<file path="config.mk">
export PLATFORM = sky130hd
export DESIGN_NAME = blockmem2p_reader
export DESIGN_NICKNAME = d
export VERILOG_FILES = /design/src/rtl/blockmem2p_reader.sv
export SDC_FILE = /design/constraint.sdc
export NUM_CORES = 1
export LEC_CHECK = 0
export BUFFER_PORTS_ARGS = -buffer_cell sky130_fd_sc_hd__buf_2
export CAP_MARGIN = 15
export CORE_MARGIN = 3
export CORE_UTILIZATION = 29
export DETAILED_ROUTE_END_ITERATION = 10
export PLACE_DENSITY = 0.49
export SLEW_MARGIN = 30
export SYNTH_ARGS = -nofsm -noshare
export SYNTH_HDL_FRONTEND = slang
export SYNTH_SLANG_ARGS = --single-unit
export TNS_END_PERCENT = 5
</file>
<file path="constraint.sdc">
create_clock -name clkb -period 7.9 [get_ports clkb]
set_input_delay 0 -clock clkb [delete_from_list [all_inputs] [get_ports clkb]]
set_output_delay 0 -clock clkb [all_outputs]
set_load 0.005 [all_outputs]
</file>
<file path="src/rtl/blockmem2p_reader.sv">
// blockmem2p_reader: read-side engine for the two-port block memory.
// Accepts a (start address, length) command and issues reads on port B.
// Returned words go through a small credit-controlled FIFO and leave on a
// valid/ready stream with tlast. The FIFO is sized so that it can never overflow.
`timescale 1ns/1ps

module blockmem2p_reader #(
  parameter  int G_MEMWIDTH  = 32,
  parameter  int G_MEMDEPTH  = 1024,
  parameter  int G_RDLATENCY = 1,
  localparam int G_ADDRWIDTH = $clog2(G_MEMDEPTH),
  localparam int G_LENWIDTH  = G_ADDRWIDTH + 1
) (
  input  logic                   clkb,
  input  logic                   resetn,
  input  logic                   cmd_valid,
  output logic                   cmd_ready,
  input  logic [G_ADDRWIDTH-1:0] cmd_addr,
  input  logic [G_LENWIDTH-1:0]  cmd_len,
  output logic                   enb,
  output logic [G_ADDRWIDTH-1:0] addrb,
  input  logic [G_MEMWIDTH-1:0]  doutb,
  output logic [G_MEMWIDTH-1:0]  m_tdata,
  output logic                   m_tvalid,
  input  logic                   m_tready,
  output logic                   m_tlast,
  output logic                   busy
);

  localparam int FIFO_DEPTH = G_RDLATENCY + 2;
  localparam int PTR_W      = (FIFO_DEPTH > 1) ? $clog2(FIFO_DEPTH) : 1;
  localparam int CNT_W      = $clog2(FIFO_DEPTH + 1);

  typedef enum logic [1:0] {S_IDLE, S_READ, S_DRAIN} state_t;

  state_t                  state;
  logic [G_ADDRWIDTH-1:0]  cur;
  logic [G_LENWIDTH-1:0]   remaining;
  logic                    issue_last;
  logic [G_RDLATENCY-1:0]  tag_valid;
  logic [G_RDLATENCY-1:0]  tag_last;
  logic [G_MEMWIDTH-1:0]   fifo_data [FIFO_DEPTH];
  logic                    fifo_last [FIFO_DEPTH];
  logic [PTR_W-1:0]        wr_ptr;
  logic [PTR_W-1:0]        rd_ptr;
  logic [CNT_W-1:0]        fifo_count;
  logic [CNT_W-1:0]        inflight;

  logic                    start;
  logic                    read_issue;
  logic                    issue;
  logic                    push;
  logic                    push_last;
  logic                    load;
  logic                    credit_ok;
  logic [CNT_W:0]          occupied;

  function automatic logic [G_ADDRWIDTH-1:0] next_addr(input logic [G_ADDRWIDTH-1:0] a);
    return (a == G_ADDRWIDTH'(G_MEMDEPTH - 1)) ? '0 : a + G_ADDRWIDTH'(1);
  endfunction

  function automatic logic [PTR_W-1:0] next_ptr(input logic [PTR_W-1:0] p);
    return (p == PTR_W'(FIFO_DEPTH - 1)) ? '0 : p + PTR_W'(1);
  endfunction

  // Credit: words in storage plus reads still in flight must stay below FIFO_DEPTH;
  // a word leaving storage for the head register this edge frees its slot.
  always_comb begin
    push       = tag_valid[G_RDLATENCY-1];
    push_last  = tag_last[G_RDLATENCY-1];
    load       = (fifo_count != '0) && (!m_tvalid || m_tready);
    occupied   = {1'b0, fifo_count} + {1'b0, inflight} - {{CNT_W{1'b0}}, load};
    credit_ok  = occupied < (CNT_W + 1)'(FIFO_DEPTH);
    start      = (state == S_IDLE) && cmd_valid && cmd_ready && (cmd_len != '0);
    read_issue = (state == S_READ) && (remaining != '0) && credit_ok;
    issue      = start || read_issue;
  end

  // Command FSM: accepts commands, issues port-B reads, waits for the stream to drain.
  always_ff @(posedge clkb or negedge resetn) begin
    if (!resetn) begin
      state      <= S_IDLE;
      cmd_ready  <= 1'b0;
      busy       <= 1'b0;
      enb        <= 1'b0;
      addrb      <= '0;
      issue_last <= 1'b0;
      cur        <= '0;
      remaining  <= '0;
    end else begin
      enb        <= 1'b0;
      issue_last <= 1'b0;
      case (state)
        S_IDLE: begin
          cmd_ready <= 1'b1;
          busy      <= 1'b0;
          if (start) begin
            enb        <= 1'b1;
            addrb      <= cmd_addr;
            cur        <= next_addr(cmd_addr);
            remaining  <= cmd_len - G_LENWIDTH'(1);
            issue_last <= (cmd_len == G_LENWIDTH'(1));
            cmd_ready  <= 1'b0;
            busy       <= 1'b1;
            state      <= (cmd_len == G_LENWIDTH'(1)) ? S_DRAIN : S_READ;
          end
        end
        S_READ: begin
          if (read_issue) begin
            enb        <= 1'b1;
            addrb      <= cur;
            cur        <= next_addr(cur);
            remaining  <= remaining - G_LENWIDTH'(1);
            issue_last <= (remaining == G_LENWIDTH'(1));
            if (remaining == G_LENWIDTH'(1)) state <= S_DRAIN;
          end
        end
        S_DRAIN: begin
          if ((fifo_count == '0) && (inflight == '0) && !m_tvalid) begin
            state     <= S_IDLE;
            busy      <= 1'b0;
            cmd_ready <= 1'b1;
          end
        end
        default: state <= S_IDLE;
      endcase
    end
  end

  // Return-path tags follow each read through the memory latency and count reads in flight.
  always_ff @(posedge clkb or negedge resetn) begin
    if (!resetn) begin
      tag_valid <= '0;
      tag_last  <= '0;
      inflight  <= '0;
    end else begin
      tag_valid[0] <= enb;
      tag_last[0]  <= enb & issue_last;
      for (int i = 1; i < G_RDLATENCY; i++) begin
        tag_valid[i] <= tag_valid[i-1];
        tag_last[i]  <= tag_last[i-1];
      end
      inflight <= inflight + CNT_W'(issue) - CNT_W'(push);
    end
  end

  // FIFO storage: captures returned data when its tag emerges; no reset needed.
  always_ff @(posedge clkb) begin
    if (push) begin
      fifo_data[wr_ptr] <= doutb;
      fifo_last[wr_ptr] <= push_last;
    end
  end

  // FIFO pointers and the head register that drives the output stream.
  always_ff @(posedge clkb or negedge resetn) begin
    if (!resetn) begin
      wr_ptr     <= '0;
      rd_ptr     <= '0;
      fifo_count <= '0;
      m_tvalid   <= 1'b0;
      m_tdata    <= '0;
      m_tlast    <= 1'b0;
    end else begin
      if (push) wr_ptr <= next_ptr(wr_ptr);
      if (load) begin
        rd_ptr   <= next_ptr(rd_ptr);
        m_tdata  <= fifo_data[rd_ptr];
        m_tlast  <= fifo_last[rd_ptr];
        m_tvalid <= 1'b1;
      end else if (m_tvalid && m_tready) begin
        m_tvalid <= 1'b0;
        m_tlast  <= 1'b0;
      end
      fifo_count <= fifo_count + CNT_W'(push) - CNT_W'(load);
    end
  end

  // The credit scheme must make a push into a full FIFO impossible.
  assert property (@(posedge clkb) disable iff (!resetn)
                   push |-> (fifo_count < CNT_W'(FIFO_DEPTH)));

endmodule
</file>
-- Word-level counts from Yosys, hierarchy flattened
Memory sizes are Yosys's and may differ from the RTL's. A register that Yosys moved wholly into a read port is not among the register bits.
Index checks and enable logic that the tools add are counted.
- add/subtract/negate cells: 12
- $lt $le $gt $ge: 1
- eq/ne operators: 12
- mux-type cells: 35
- bitwise logic cells: 1
- reductions and logical operators: 25
- operators with widths (kind ; number):
    $mux 10 ; 6
    $pmux 10 s2 ; 2
    $eq 11x1->1 const B ; 2
    $mux 11 ; 2
    $pmux 11 s2 ; 1
    $reduce_bool 11->1 ; 2
    $sub 11x1->11 const B ; 2
    $add 10x1->10 const B ; 2
    $eq 10x10->1 const B ; 2
    $mux 2 ; 7
    $mux 1 ; 12
    $logic_and 1x1->1 ; 9
    $pmux 1 s2 ; 4
    $reduce_bool 2->1 ; 4
    $eq 2x2->1 const B ; 3
    $logic_not 2->1 ; 3
    $ne 2x2->1 const B ; 3
    $pmux 2 s3 ; 1
    $add 2x1->2 ; 2
    $add 2x1->2 const B ; 2
    $reduce_and 4->1 ; 1
    $sub 2x1->2 ; 2
    $add 2x2->3 ; 1
    $lt 3x2->1 const B ; 1
    other kinds (8) ; 10
- flip-flop bits (word level): 49
- RAM bits: 99
- input port bits: 57
- output and inout bits: 47
- word-level logic and storage cells: 104
- memories kept: 2
- memories (memory ; depth ; bits a word ; rd ports ; clocked after Yosys merged registers in ; write ports ; line ; RTL):
    fifo_data ; 3 ; 32 ; 1 ; 1 ; 1 ; 42 ; logic [G_MEMWIDTH-1:0] fifo_data [FIFO_DEPTH];
    fifo_last ; 3 ; 1 ; 1 ; 0 ; 1 ; 43 ; logic fifo_last [FIFO_DEPTH];

-- Depth between registers and ports, before layout
- depth in word-level cells: 9
- depth in mapped cells: 17
- depth with buffers taken out: 15

-- Worst setup path before layout
Ideal clock, no wire load.
- kind: register -> register
- start point: register fifo_count[1]
- end point: register inflight[1]
- library setup time: 123 ps
- arrival time: 3361 ps
- required time: 7777 ps
- path slack: 4416 ps
- cell stages (with the launch flop): 18
- path buffers: 2
- period minus slack after synthesis: 3484 ps
- path through: dfrtp_1 or2_2 nand2_1 clkbuf_1 xnor2_1 ha_1 inv_1 fa_1 nor2b_1 nor3_1 a21o_1 inv_2 buf_6 ha_1 inv_1 ha_1 xnor2_1 xnor2_1
- longest elaborated chain between the ends: 8
- elaborated cells on any way between the ends: 9
- those cells by class: add/sub: 4; order compare: 1; reduce/logical: 4
- ends and longest elaborated chain (element ; line ; RTL):
    start: declaration ; 46 ; logic [CNT_W-1:0] fifo_count;
    start signal: assignment ; 175 ; fifo_count <= fifo_count + CNT_W'(push) - CNT_W'(load);
    parallel branches: the longest is 2 deep, another holds $add 2x2->3 ; - ;
    $sub 3x1->3 * ; 72 ; occupied = {1'b0, fifo_count} + {1'b0, inflight} - {{CNT_W{1'b0}}, load};
    $lt 3x2->1 * ; 73 ; credit_ok = occupied < (CNT_W + 1)'(FIFO_DEPTH);
    $logic_and 1x1->1 * ; 75 ; read_issue = (state == S_READ) && (remaining != '0) && credit_ok;
    $logic_or 1x1->1 * ; 76 ; issue = start || read_issue;
    $add 2x1->2 * ; 143 ; inflight <= inflight + CNT_W'(issue) - CNT_W'(push);
    $sub 2x1->2 * ; 143 ;
    end signal: assignment ; 143 ;
    end: declaration ; 47 ; logic [CNT_W-1:0] inflight;
Every way passes the cells marked *.
A chain may end at the register's enable or synchronous reset.

-- Final worst setup path
Same ends and word-level chain as after synthesis.

==> reports/results.ini <==
[synthesis]
syn_area_sq_mm = 0.007754
synth_edf_count = 99
synthArstFlopShare_pct = 45.00
seq_area_frac_synth_pct = 64.48
ys_seq_elements = 180
synth.net_count = 725
avgSynthCellArea_sq_um = 11.82
synth_ff_type = edfxtp_1
yosys.area_share.simple_pct = 12.18
yosysWarnings = 0
synth_cell_types = 56
yosys.area_share.adder_pct = 2.033
synth_cells = 656
synth_top_family_by_area = simple AND/OR/NAND/NOR gates
synth.area.mux_share_pct = 4.260
synth_compound_area_share_pct = 11.52
synth-xor-area-share_pct = 2.485

[global_routing]
antenna_found_initial = 2
gr-usage-all-layers_pct = 13.14
top_usage_layer = met2
met1_usage_pct = 18.03
grt_pass1_vias = 5369
grt_pass1_wl_microns = 29570
use_met2_pct = 20.84
overflow = 0
use_met3_pct = 3.145
grt_max_degree = 72

[timing]
max_freq_ghz = 0.2441
layout_setup_ws_ns = 3.803
rsz0062_at_grt = no
worst_hold_slack_ns = 0.02745
slew_viol_final = 0
max_slew_margin_pct = 54.70
fin_worst_skew_ns = 0.01087
period_needed_ns = 4.097
hold_viol_final = 0
tightestPinTransition_ns = 0.6796
timing.final.crit_share_pct = 51.86
setup_tns_ns = 0
setup_violations = 0

[placement]
dp_cells = 1069
pre_cts_ws_ns = 3.672
gp_congestion = 0.7774
place_hpwl_microns = 11280
io_buffers = 103
placed_area_sq_mm = 0.008610

[critical_path]
cp_max_fo = 71
cp-end-kind = register
crit_type = reg -> reg
required_ns = 8.26
critical_path_arrival_ns = 4.46
cp-start-kind = register

[clock_tree]
cts_tree = done
cts.clk_slew.worst_paths_ns = 0.07
clockRootBuffer = clkbuf_16
clock-sinks = 180
post_cts_buffers = 0
cts_buffers = 17
clock_latency_ns = 0.43
h-tree-depth = 4
clock_path_buffers = 2

[power]
pwr-share-comb_pct = 32.4
p_int_mw = 2.176
seqPwrFrac_pct = 43.2
pwr-share-clk_pct = 24.3
p_total_mw = 3.441
power_leakage_nw = 3.881
power.switching_mw = 1.265
powerDensity_mw_per_mm2 = 353.8
p_sw_share_pct = 36.76
vdd_drop_max_mv = 0.1489

[routing]
wl_per_cell_microns = 15.66
drtIter0Drc = 408
vias = 5397
drc = 0
routed_via_density = 4.677
ant_nets = 0
routed_wl_microns = 18070
drt_pass1_iterations = 4

[die]
die_x_microns = 169.5
initial_core_util_pct = 29.67
rows = 59
pin_count = 104
die_area_sq_mm = 0.02874
die_h_microns = 169.5
core-area_sq_mm = 0.02613

[outcome]
status = completed

[run]
max_cap_violations = 0

[final_layout]
stdcell_count = 1154
finalNetCount = 873
layout_common_cells = 103 x buf_2, 99 x edfxtp_1, 79 x dfrtp_1, 72 x nor2_1, 72 x nand2_1
num-fill-cells = 2575
final_layout_size_suffix_gt1_share_pct = 19.34
post-route-util_pct = 37.22
area_growth_pct = 25.45
finalInstanceArea_sq_mm = 0.009727
final_common_cell = buf_2

[min_path]
hold_class = in -> reg

[cell families (layout without fill, tap and decap cells)]
group	count (synthesis)	count (layout)
AO/OA/AOI/OAI	153	153
XOR/XNOR	22	22
adder cells (fa/ha/maj)	12	12
buffers and inverters	49	210
flip-flops	180	180
multiplexers	33	33
other	0	2
AND/OR/NAND/NOR	207	207
[Yosys cell counts, types with 8 or more instances]
master,number,share of area (%)
clkbuf_1,23,1.1
xnor2_1,14,1.6
ha_1,11,1.8
nor2_1,73,3.5
nand2_1,73,3.5
nor3_1,10,0.65
edfxtp_1,99,38
a31oi_1,13,1.0
a21oi_1,53,3.4
xor2_1,8,0.90
o21ai_0,54,3.5
inv_1,14,0.68
dfrtp_1,81,26
mux2i_1,33,4.3
nand3_1,13,0.84
[worst max-delay path, stage by stage (launching register included)]
cell and delay [ns]:
dfrtp_1 0.42, or2_2 0.35, nand2_2 0.09, buf_4 0.54
nor2_1 0.13, fa_1 0.53, nor2b_1 0.05, nor3_1 0.27
a21o_1 0.16, buf_4 0.39, inv_2 0.24, ha_1 0.33
inv_1 0.04, ha_1 0.18, xnor2_1 0.16, xnor2_1 0.14
[sequential cells by signal, indices dropped and copies added (netlist names), 2 cells and up]
register	flops
remaining	11
state	2
m_tdata	32
fifo_count	2
wr_ptr	2
inflight	2
addrb	10
cur	10
rd_ptr	2
fifo_data	96
fifo_last	3
[path summary, 6_finish.rpt]
check | endpoint | start | cells past startpoint | slack [ns]
setup / recovery | inflight[1] | fifo_count[1] | 15 | 3.80
hold reg to reg | push | enb | 0 | 0.41
hold / removal | issue_last | cmd_len[10] | 5 | 0.03
max in group asynchronous | cur[6] | resetn | 4 | 7.27
min in group asynchronous | m_tdata[13] | resetn | 3 | 0.10
setup reg to reg | inflight[1] | fifo_count[1] | 15 | 3.80
[cell type report]
type                    count  area (sq um)  share of cell area, %
diodes                      2         5.005                0.05145
clock buffers              18         429.2                  4.412
clock inverters            14         160.2                  1.647
inverters                  15         56.30                 0.5789
multi-input cells         427          2546                  26.18
flip-flops and latches    180          5002                  51.43
well taps                 335         419.2                  4.309
repair buffers            163          1109                  11.40
[power groups by stage]
stage                     Combinational (mW)  Sequential (mW)  Clock, mW
after floorplan                        0.817             1.44          0
after global placement                  1.11             1.51          0
after detailed placement                1.12             1.51          0
after CTS                               1.15             1.49      0.867
after global routing                    1.29             1.53      0.908
final                                   1.12             1.49      0.838
[timing repair]
action	in CTS	in global routing
hold endpoints to repair	136	0
endpoints found under the setup margin	0	0
hold buffers	50	0
resized for setup	0	0
[metal layers]
| metal | wire length (microns) | part of all wire [%] |
|---|---|---|
| met5 | 0 | 0 |
| met4 | 235 | 1.3 |
| met3 | 781 | 4.3 |
| met2 | 8348 | 46 |
| met1 | 8705 | 48 |
Power figures use the tool's default switching activity.
